--- src/rtl/collision_detect.sv ---
// Per-frame player/obstacle overlap detector: grace period after start, consecutive
// hit-frame filtering, sticky collided flag and a saturating survived-frames score.
module collision_detect #(
  parameter int CIDXW        = 3,
  parameter int HMIN         = 170,
  parameter int HMAX         = 750,
  parameter int VMIN         = 34,
  parameter int VMAX         = 516,
  parameter int MIN_OVERLAP  = 4,
  parameter int HIT_FRAMES   = 2,
  parameter int GRACE_FRAMES = 30
) (
  input  logic             CLK,
  input  logic             RESET_N,
  input  logic             pix_en,
  input  logic [9:0]       hc,
  input  logic [9:0]       vc,
  input  logic [3:0]       state,
  input  logic [CIDXW:0]   player_pix,
  input  logic [CIDXW:0]   obstacle_pix,
  output logic             hit,
  output logic             collided,
  output logic [15:0]      score,
  output logic             armed
);

  typedef enum logic [1:0] {S_IDLE, S_GRACE, S_ARMED, S_HIT} fsm_t;

  localparam logic [15:0] GRACE_LAST = 16'(GRACE_FRAMES - 1);
  localparam logic [7:0]  HIT_LAST   = 8'(HIT_FRAMES - 1);
  localparam logic [9:0]  MIN_OVL    = 10'(MIN_OVERLAP);

  fsm_t        fsm;
  logic [9:0]  ovl_cnt;
  logic [15:0] grace_cnt;
  logic [7:0]  hitrun_cnt;

  logic running;
  logic idle;
  logic marker;
  logic in_win;
  logic overlap;
  logic frame_hit;

  function automatic logic [9:0] sat_inc10(input logic [9:0] v);
    return (v == 10'h3FF) ? v : v + 10'd1;
  endfunction

  function automatic logic [15:0] sat_inc16(input logic [15:0] v);
    return (v == 16'hFFFF) ? v : v + 16'd1;
  endfunction

  assign running   = (state >= 4'd5) && (state <= 4'd10);
  assign idle      = (state == 4'd11);
  assign marker    = (hc == 10'd0) && (vc == 10'd0);
  assign in_win    = (hc >= 10'(HMIN)) && (hc <= 10'(HMAX)) &&
                     (vc >= 10'(VMIN)) && (vc <= 10'(VMAX));
  assign overlap   = in_win && (player_pix != '0) && (obstacle_pix != '0);
  assign frame_hit = (ovl_cnt >= MIN_OVL);

  always_ff @(posedge CLK or negedge RESET_N) begin
    if (!RESET_N) begin
      fsm        <= S_IDLE;
      ovl_cnt    <= '0;
      grace_cnt  <= '0;
      hitrun_cnt <= '0;
      hit        <= 1'b0;
      collided   <= 1'b0;
      score      <= '0;
      armed      <= 1'b0;
    end else begin
      // hit is a single-CLK pulse regardless of the pixel strobe
      hit <= 1'b0;
      if (pix_en) begin
        if (idle) begin
          fsm        <= S_IDLE;
          armed      <= 1'b0;
          collided   <= 1'b0;
          score      <= '0;
          ovl_cnt    <= '0;
          hitrun_cnt <= '0;
          grace_cnt  <= '0;
        end else begin
          case (fsm)
            S_IDLE: begin
              ovl_cnt    <= '0;
              grace_cnt  <= '0;
              hitrun_cnt <= '0;
              if (running) begin
                if (GRACE_FRAMES == 0) begin
                  fsm   <= S_ARMED;
                  armed <= 1'b1;
                end else begin
                  fsm <= S_GRACE;
                end
              end
            end
            S_GRACE: begin
              if (running) begin
                if (marker) begin
                  ovl_cnt <= '0;
                  if (grace_cnt == GRACE_LAST) begin
                    fsm   <= S_ARMED;
                    armed <= 1'b1;
                  end else begin
                    grace_cnt <= grace_cnt + 16'd1;
                  end
                end else if (overlap) begin
                  ovl_cnt <= sat_inc10(ovl_cnt);
                end
              end
            end
            S_ARMED: begin
              if (running) begin
                if (marker) begin
                  ovl_cnt <= '0;
                  if (frame_hit) begin
                    hitrun_cnt <= hitrun_cnt + 8'd1;
                    if (hitrun_cnt == HIT_LAST) begin
                      fsm      <= S_HIT;
                      armed    <= 1'b0;
                      collided <= 1'b1;
                      hit      <= 1'b1;
                    end
                  end else begin
                    hitrun_cnt <= '0;
                    score      <= sat_inc16(score);
                  end
                end else if (overlap) begin
                  ovl_cnt <= sat_inc10(ovl_cnt);
                end
              end
            end
            default: begin
              // S_HIT: everything frozen until the game returns to idle
            end
          endcase
        end
      end
    end
  end

endmodule

--- config.mk ---
export PLATFORM = sky130hd
export DESIGN_NAME = collision_detect
export DESIGN_NICKNAME = d
export VERILOG_FILES = /design/src/rtl/collision_detect.sv
export SDC_FILE = /design/constraint.sdc
export NUM_CORES = 1
export LEC_CHECK = 0
export ABC_AREA = 1
export CORE_MARGIN = 2
export CORE_UTILIZATION = 30
export CTS_CLUSTER_DIAMETER = 80
export DETAILED_ROUTE_END_ITERATION = 12
export RECOVER_POWER = 100
export SYNTH_ARGS = -nofsm -noshare
export SYNTH_HDL_FRONTEND = slang
export SYNTH_SLANG_ARGS = --single-unit
--- constraint.sdc ---
create_clock -name CLK -period 3.75 [get_ports CLK]
set_input_delay 0.75 -clock CLK [delete_from_list [all_inputs] [get_ports CLK]]
set_output_delay 0.75 -clock CLK [all_outputs]
set_load 0.02 [all_outputs]
==> results summary, run 1 <==
The number of max-cap violations is 0. Synthesis produced a netlist with a net count of 691. The post-layout minimum cycle time came out at roughly 3 ns. The number of buffers created by CTS came out at 5.

The via count of the first global-routing pass came out at 3711. The final-stage net count came out at 740. The total setup buffers inserted after CTS came out at 0. The number of instances resized during post-cts repair is 0.

The number of design rule violations left after detail routing is 0. For this design, the CTS-stage hold fixing added 0 buffers. The initial utilization of the core area, before any placement, comes to 0.306. The count of input and output buffers is between 50 and 60. The placed wire-length estimate after detailed placement came out at 7910 um. Among all cell types in the netlist, the one instantiated most often is sky130_fd_sc_hd__nand2_1. The distinct cell type count after synthesis came out at 34.

The TritonCTS clock tree is yes. The final-report max-slew violation count came to 0. The wire length of the first global-routing pass came out at 18100 um. The number of sinks handled by clock tree synthesis came out at between 50 and 60. The total of warnings raised by yosys came out at 0. The sequential-to-total area share from yosys stat is 0.327. The synthesized netlist occupies a cell area of 4210 sq um. After detailed routing, the number of vias per cell comes to 4.69. The worst-margin pin slew came out at around 1.3 ns. After detailed routing, the total wire length is 10500 um. The arrival time of data at the critical path endpoint is 3.18 ns. The number of diodes added for antenna fixing is 0. The tree is rooted in a sky130_fd_sc_hd__clkbuf_16. The count of flip-flops with a built-in enable after synthesis came out at 0.

The overall power is 2.00 mW. Setup violations remaining at the end of the flow were counted as 0. The aggregate global routing overflow is 0.

The clock latency reported for the late side of the worst-skew pair came out at about 0.30 ns. The final hold violation count is 0. In this run the power spent charging and discharging nets is 840 uW. The power density of the placed cells came out at 400 nW/um^2. The critical path is of the input pin to flop type. At the end of routability-driven placement, the weighted congestion stood at 0.825. The area share of the leading cell type in the synthesized netlist came out at 0.327.

The clock arrives with 0.00983 ns of skew. The dominant cell type by area after synthesis is sky130_fd_sc_hd__dfrtp_1. The flow ran to the end, and the final reports show no timing, DRC or antenna violations.

The routed length per instance is around 12 um. The min-delay analysis places its worst path in the category flop to flop. The detailed-routing iteration count for the pre-antenna-repair pass is 5. The combinational cell fraction of total power is 0.398. Of all nets on the critical path, the largest fanout is 24.

The analysis attributes to cell leakage a power of between 2 and 2.5 nW. The worst relative slew slack is 0.111. The CTS H-tree depth is 2. The average footprint of a synthesized cell is between 6 and 7 sq um.

Of the available clock period, the critical path in the final layout requires 0.797. By count the netlist is led by 203 x sky130_fd_sc_hd__nand2_1, 108 x sky130_fd_sc_hd__nor2_1, 62 x sky130_fd_sc_hd__nand3_1. The area growth from synthesis to layout is 18.7%. Of the total power, the clock network draws 0.238. The switching power as a share of total power is 0.420.

The required time at the endpoint of the critical path came out at 3.94 ns. For this design the top-level I/O count stands at 54. From left edge to right edge, the die measures approximately 120 um. Of all flip-flops after synthesis, the portion carrying an async set or reset was 1.00. The initial antenna violation count was 0.

The remaining antenna violation count after routing came out at 0. The area of the die came out at about 15000 sq um. Setup repair after global routing left no endpoint under its margin. Ranked by total cell area, the synthesized netlist is headed by sky130_fd_sc_hd__dfrtp_1 33%, sky130_fd_sc_hd__nand2_1 18%, sky130_fd_sc_hd__nor2_1 9.6%, sky130_fd_sc_hd__nand3_1 7.4%, sky130_fd_sc_hd__inv_1 5.3%. The cell count after synthesis came out at 645. The fraction of final layout cells sized beyond drive strength 1 is 0.0403.

The post-route setup TNS is 0 ns. In this run, the number of DRC markers left after iteration 0 of detailed routing was around 340. The floorplan step defined a core boundary enclosing about 14000 sq um. Cell internal power was estimated by the tool at 1.16 mW. The startpoint kind of the worst setup timing path is an input pin. The element type at the critical path end is a flop. The register bit total from synthesis is between 50 and 60. Of the total power, registers draw 0.363. The achievable clock frequency is 335 MHz. The cell row count is between 40 and 50. The largest net degree at the start of global routing is 27. The detailed router placed 4108 vias in this run. The maximum number of buffers from clock root to sink is 2.

Among all flip-flop cells after synthesis, the most frequent one is sky130_fd_sc_hd__dfrtp_1. From bottom edge to top edge, the die measures roughly 120 um. The peak ir drop on the vdd network is 0.225 mV.

For this run, the total global-route usage over all layers was measured as 0.149. The clock slew seen by the registers of the worst setup and hold paths is approximately 0.080 ns.
per-layer routing:
layer / wire (um) / up-vias / global-route usage
met3: 410 / 8 / 0.0223
met2: 4580 / 93 / 0.226
met5: 0 / - / 0
met4: 97 / 0 / 0.0316
li1: - / 2168 / -
met1: 5460 / 1839 / 0.223
power by group through the flow:
stage	Sequential, mW	Clock [mW]	Combinational [mW]
6_report	0.726	0.476	0.797
3_5_place_dp	0.739	0	0.819
3_3_place_gp	0.738	0	0.815
5_1_grt	0.738	0.506	0.908
2_1_floorplan	0.753	0	0.552
4_1_cts	0.727	0.492	0.822
worst max-delay path, stage by stage:
cell	delay (ns)
sky130_fd_sc_hd__dlygate4sd3_1	0.58
sky130_fd_sc_hd__nor2_1	0.15
sky130_fd_sc_hd__nand2_1	0.07
sky130_fd_sc_hd__nor2_1	0.10
sky130_fd_sc_hd__nand3_1	0.42
sky130_fd_sc_hd__nand2_1	0.22
sky130_fd_sc_hd__nand2_1	0.11
sky130_fd_sc_hd__nor2_4	0.42
sky130_fd_sc_hd__inv_2	0.20
sky130_fd_sc_hd__nand2_1	0.11
sky130_fd_sc_hd__nand2_1	0.05
cell usage in the layout (no fill, tap or decap), drive strengths merged:
| cell type | instances |
|---|---|
| a21boi | 1 |
| a21o | 2 |
| a21oi | 6 |
| and3 | 1 |
| buf | 2 |
| clkbuf | 9 |
| clkdlybuf4s50 | 32 |
| clkinv | 1 |
| clkinvlp | 1 |
| dfrtp | 55 |
| dlygate4sd3 | 20 |
| ha | 11 |
| inv | 62 |
| nand2 | 208 |
| nand3 | 65 |
| nand3b | 7 |
| nand4 | 26 |
| nor2 | 115 |
| nor3 | 13 |
| nor3b | 4 |
| o2111ai | 1 |
| o21a | 1 |
| o21ai | 30 |
| o21bai | 2 |
| or2 | 3 |
| xnor2 | 1 |
| xor2 | 16 |
final timing paths:
path                         start           end  slack (ns)  cells past startpoint
max in group asynchronous  RESET_N      score[9]        1.49                      2
max reg2reg                 fsm[1]  grace_cnt[6]        1.35                      7
min                          armed         armed        0.48                      2
min in group asynchronous  RESET_N         armed        0.73                      1
max                          hc[9]      score[8]        0.76                     11
min reg2reg                  armed         armed        0.48                      2
through the flow:
| stage | hold WS [ns] | setup WS (ns) | util | instances | area (sq um) |
|---|---|---|---|---|---|
| 3_5_place_dp | 0.471 | 0.728 | 0.354 | 867 | 4880 |
| 6_report | 0.475 | 0.761 | 0.363 | 875 | 5000 |
| 4_1_cts | 0.470 | 1.05 | 0.365 | 875 | 5020 |
| 2_1_floorplan | 0.454 | 1.92 | - | 645 | 4210 |
| 3_3_place_gp | 0.468 | 0.764 | 0.354 | 867 | 4880 |
| 5_1_grt | 0.516 | 0.469 | 0.363 | 875 | 5000 |
sequential cells by signal, summed over array words and instances, names as in the netlist:
signal,flops
collided,1
fsm,2
hitrun_cnt,8
ovl_cnt,10
hit,1
grace_cnt,16
score,16
armed,1
final cells by class:
type	instances	area (sq um)
clock inverter	2	12.5
fill	1517	8780
tap	180	225
timing repair buffer	57	547
inverter	62	233
clock buffer	6	129
sequential	55	1380
multi-input combinational	513	2470
cells by family after synthesis:
kind of cell    Yosys count  synth area share
buf+inv                  77            0.0817
fa+ha+maj                11            0.0327
simple gates            442             0.465
flops                    55             0.327
xor+xnor                 17            0.0354
compound gates           43            0.0582
No activity file was read; power rests on OpenSTA's default activity.
==> run 2, diff against run 1 <==
==> constraint.sdc (replaced) <==
create_clock -name CLK -period 3.1 [get_ports CLK]
set_input_delay 0.62 -clock CLK [delete_from_list [all_inputs] [get_ports CLK]]
set_output_delay 0.62 -clock CLK [all_outputs]
set_load 0.02 [all_outputs]
==> run 2 against run 1 <==
Net effect: the run now ends with capacitance limit, slew limit left; first-iteration DRC count decreased by 29%; routed wire length increased by 2.0%; sequential cell count unchanged; non-clock buffer count increased by 3; sequential share of layout area decreased by 0.26 points; clock power increased by 30%; critical path depth decreased by 1; critical endpoint is now hitrun_cnt[5].
==> results summary, run 2 (synthesis results as in run 1) <==
The die outline height is 122 um. The number of instances resized during post-cts repair came out at 0. The portion of the clock cycle consumed by the worst path in the final layout came out at 0.833. The achievable clock frequency is between 300 and 400 MHz. The critical path goes through dlygate4sd3_1 > nor2_1 > nand2_1 > nor2_1 > nand3_2 > nand2_1 > nand3_1 > inv_1 > nand2_1 > o21a_1. The post-layout minimum cycle time came out at 2.58 ns. The root buffer cell is sky130_fd_sc_hd__clkbuf_16. The required time at the endpoint of the critical path is 3.30 ns. Summed over all nets, wire length on met3 after detailed routing comes to 306 um. For flop-to-flop paths, the worst setup slack is 0.72 ns. The count of nets left with antenna violations once routing finished came out at 0.

The clock latency reported for the late side of the worst-skew pair came out at 0.30 ns. The routed length on met2 is 5050 um. The floorplan has 43 rows. The power density of the placed cells came out at 484 nW/um^2. The total buffers and inverters traversed by the critical path came out at 2. The placed wire-length estimate after detailed placement is 8040 um. The via count of the first global-routing pass is slightly below 4000. Entering global routing, the biggest net connects 42 pins. The initial antenna violation count is 0. The final standard cell utilization of the core is 0.366. The register cell area after layout is 1380 sq um. In this run the most critical hold path is launched from armed.

The wire length after detailed routing came out at around 11000 um. The signed area change from the synthesized netlist to the final layout came out at 19.8%. The final worst clock skew is 0.00619 ns. For this run, the slowest stage of the critical path takes between 0.5 and 0.6 ns. The element type at the critical path end is a flop.

The final reports fail on capacitance limit, slew limit. The number of sinks handled by clock tree synthesis is 55. The most common cell after layout, fill and taps aside is sky130_fd_sc_hd__nand2_1.

The overall via count from detail_route is between 4000 and 5000. After clock tree synthesis, the setup repair step added 0 buffers. The filler cells instantiated in the layout total 1534. The die covers 15000 sq um. The run finished, with violations left. The arrival time of data at the critical path endpoint came out at 2.78 ns. The maximum fanout along the worst path came out at 14. The number of design rule violations left after detail routing came out at 0. The count of input and output buffers is 53. The wire length the detailed router placed on met1 came out at 5290 um. After clock tree synthesis, the flow added hold-fix buffers numbering 0.

The floorplan core area came out at 13800 sq um. For this configuration, the core starts out at a cell density of 0.306. Tracing the worst setup path back leads to its startpoint at hc[9]. The worst hold path belongs to the class flop to flop. The worst setup path is launched from an input pin. The final estimated routing congestion in global placement came out at 0.860. The first detailed-routing pass ran for 5 iterations.

The leakage dissipation came out at around 2.4 nW. The final-report max-slew violation count came out at 42. The total placed cells including tap cells is 870. The maximum number of buffers from clock root to sink is 2.

Broken down by cell family, the worst path's largest delay share belongs to simple AND/OR/NAND/NOR gates. The most used cell along the critical path is sky130_fd_sc_hd__nand2_1. The CTS H-tree depth is 2. Clock-pin slew was measured on the worst setup and hold paths at 0.08 ns. TritonCTS built the clock tree. The wire length of the first global-routing pass came out at 18300 um.

The largest registers in the layout are grace_cnt x16, score x16, ovl_cnt x10. In the final timing run, aggregate negative setup slack is 0 ns. The fraction of final layout cells sized beyond drive strength 1 is 0.0458. The final hold violation count came to 0.

The final-stage net count came out at 743. Setup violations remaining at the end of the flow were counted as 0. For this design, the slowest cell found on the critical path is sky130_fd_sc_hd__dlygate4sd3_1. The via density per instance is roughly 4.7. The number of cells in the finished layout apart from fillers came out at 878. The number of buffers created by CTS came out at 5. The highest metal layer carrying signal wires in the routed design is met4.

The type of the worst setup path is input pin to flop. The worst-margin pin slew came out at 2.42 ns. The routed length per instance is 12.2 um. In the layout the commonest cells are 205 x sky130_fd_sc_hd__nand2_1, 108 x sky130_fd_sc_hd__nor2_1, 63 x sky130_fd_sc_hd__nand3_1. The peak ir drop on the vdd network came out at 0.244 mV. The number of diodes added for antenna fixing is 0. Measured against its own limit, the worst slew margin works out to -0.616. Setup repair after global routing left no endpoint under its margin. The number of top-level pins came out at 54. The multi-input combinational cell area is 2470 sq um. The first-iteration detailed-routing DRC count came out at about 240.

The die span in x came out at between 100 and 150 um. The worst register-to-register path begins at fsm[0]. The global router's overall resource usage is 0.151.

The number of max-cap violations is 1. The aggregate global routing overflow came out at 0.
-- run 2: worst paths after layout --
path | end | depth (start not counted)
hold reg to reg | armed | 2
setup / recovery | hitrun_cnt[5] | 10
hold / removal | armed | 2
max in group asynchronous | grace_cnt[3] | 1
min in group asynchronous | grace_cnt[13] | 1
setup reg to reg | ovl_cnt[6] | 9
-- run 2: layout make-up --
type,instances,share of cell area
Clock buffer,6,0.0275
Inverter,62,0.0461
Sequential cell,55,0.273
Multi-Input combinational cell,513,0.490
Clock inverter,2,0.00347
Tap cell,180,0.0446
Timing Repair Buffer,60,0.115
-- run 2: stage by stage --
stage	area (sq um)	power [mW]	hold slack, ns	setup slack, ns
final	5040	2.44	0.496	0.519
after detailed placement	4910	1.88	0.496	0.382
after global placement	4910	1.88	0.491	0.422
after global routing	5040	2.65	0.543	0.240
after floorplan	4210	1.58	0.324	1.38
after CTS	5070	2.51	0.514	0.702
-- run 2: worst register-to-register path, delay by kind of cell, from the launching register on --
family | cells | cell delay [ns]
AND/OR/NAND/NOR | 5 | 0.90
adder cells (fa/ha/maj) | 1 | 0.47
AO/OA/AOI/OAI | 2 | 0.42
flip-flops | 1 | 0.41
buffers and inverters | 1 | 0.08
-- run 2: report_power, final --
part,total [mW],internal (mW),switching [mW]
Clock,0.617,0.329,0.288
Combinational,0.944,0.319,0.625
Sequential,0.881,0.785,0.0952
-- run 2: metal layers --
metal  up-vias  track usage
li1       2180            -
met1      1866        0.201
met2        71        0.255
met3         7       0.0251
met4         0       0.0409
met5         -            0
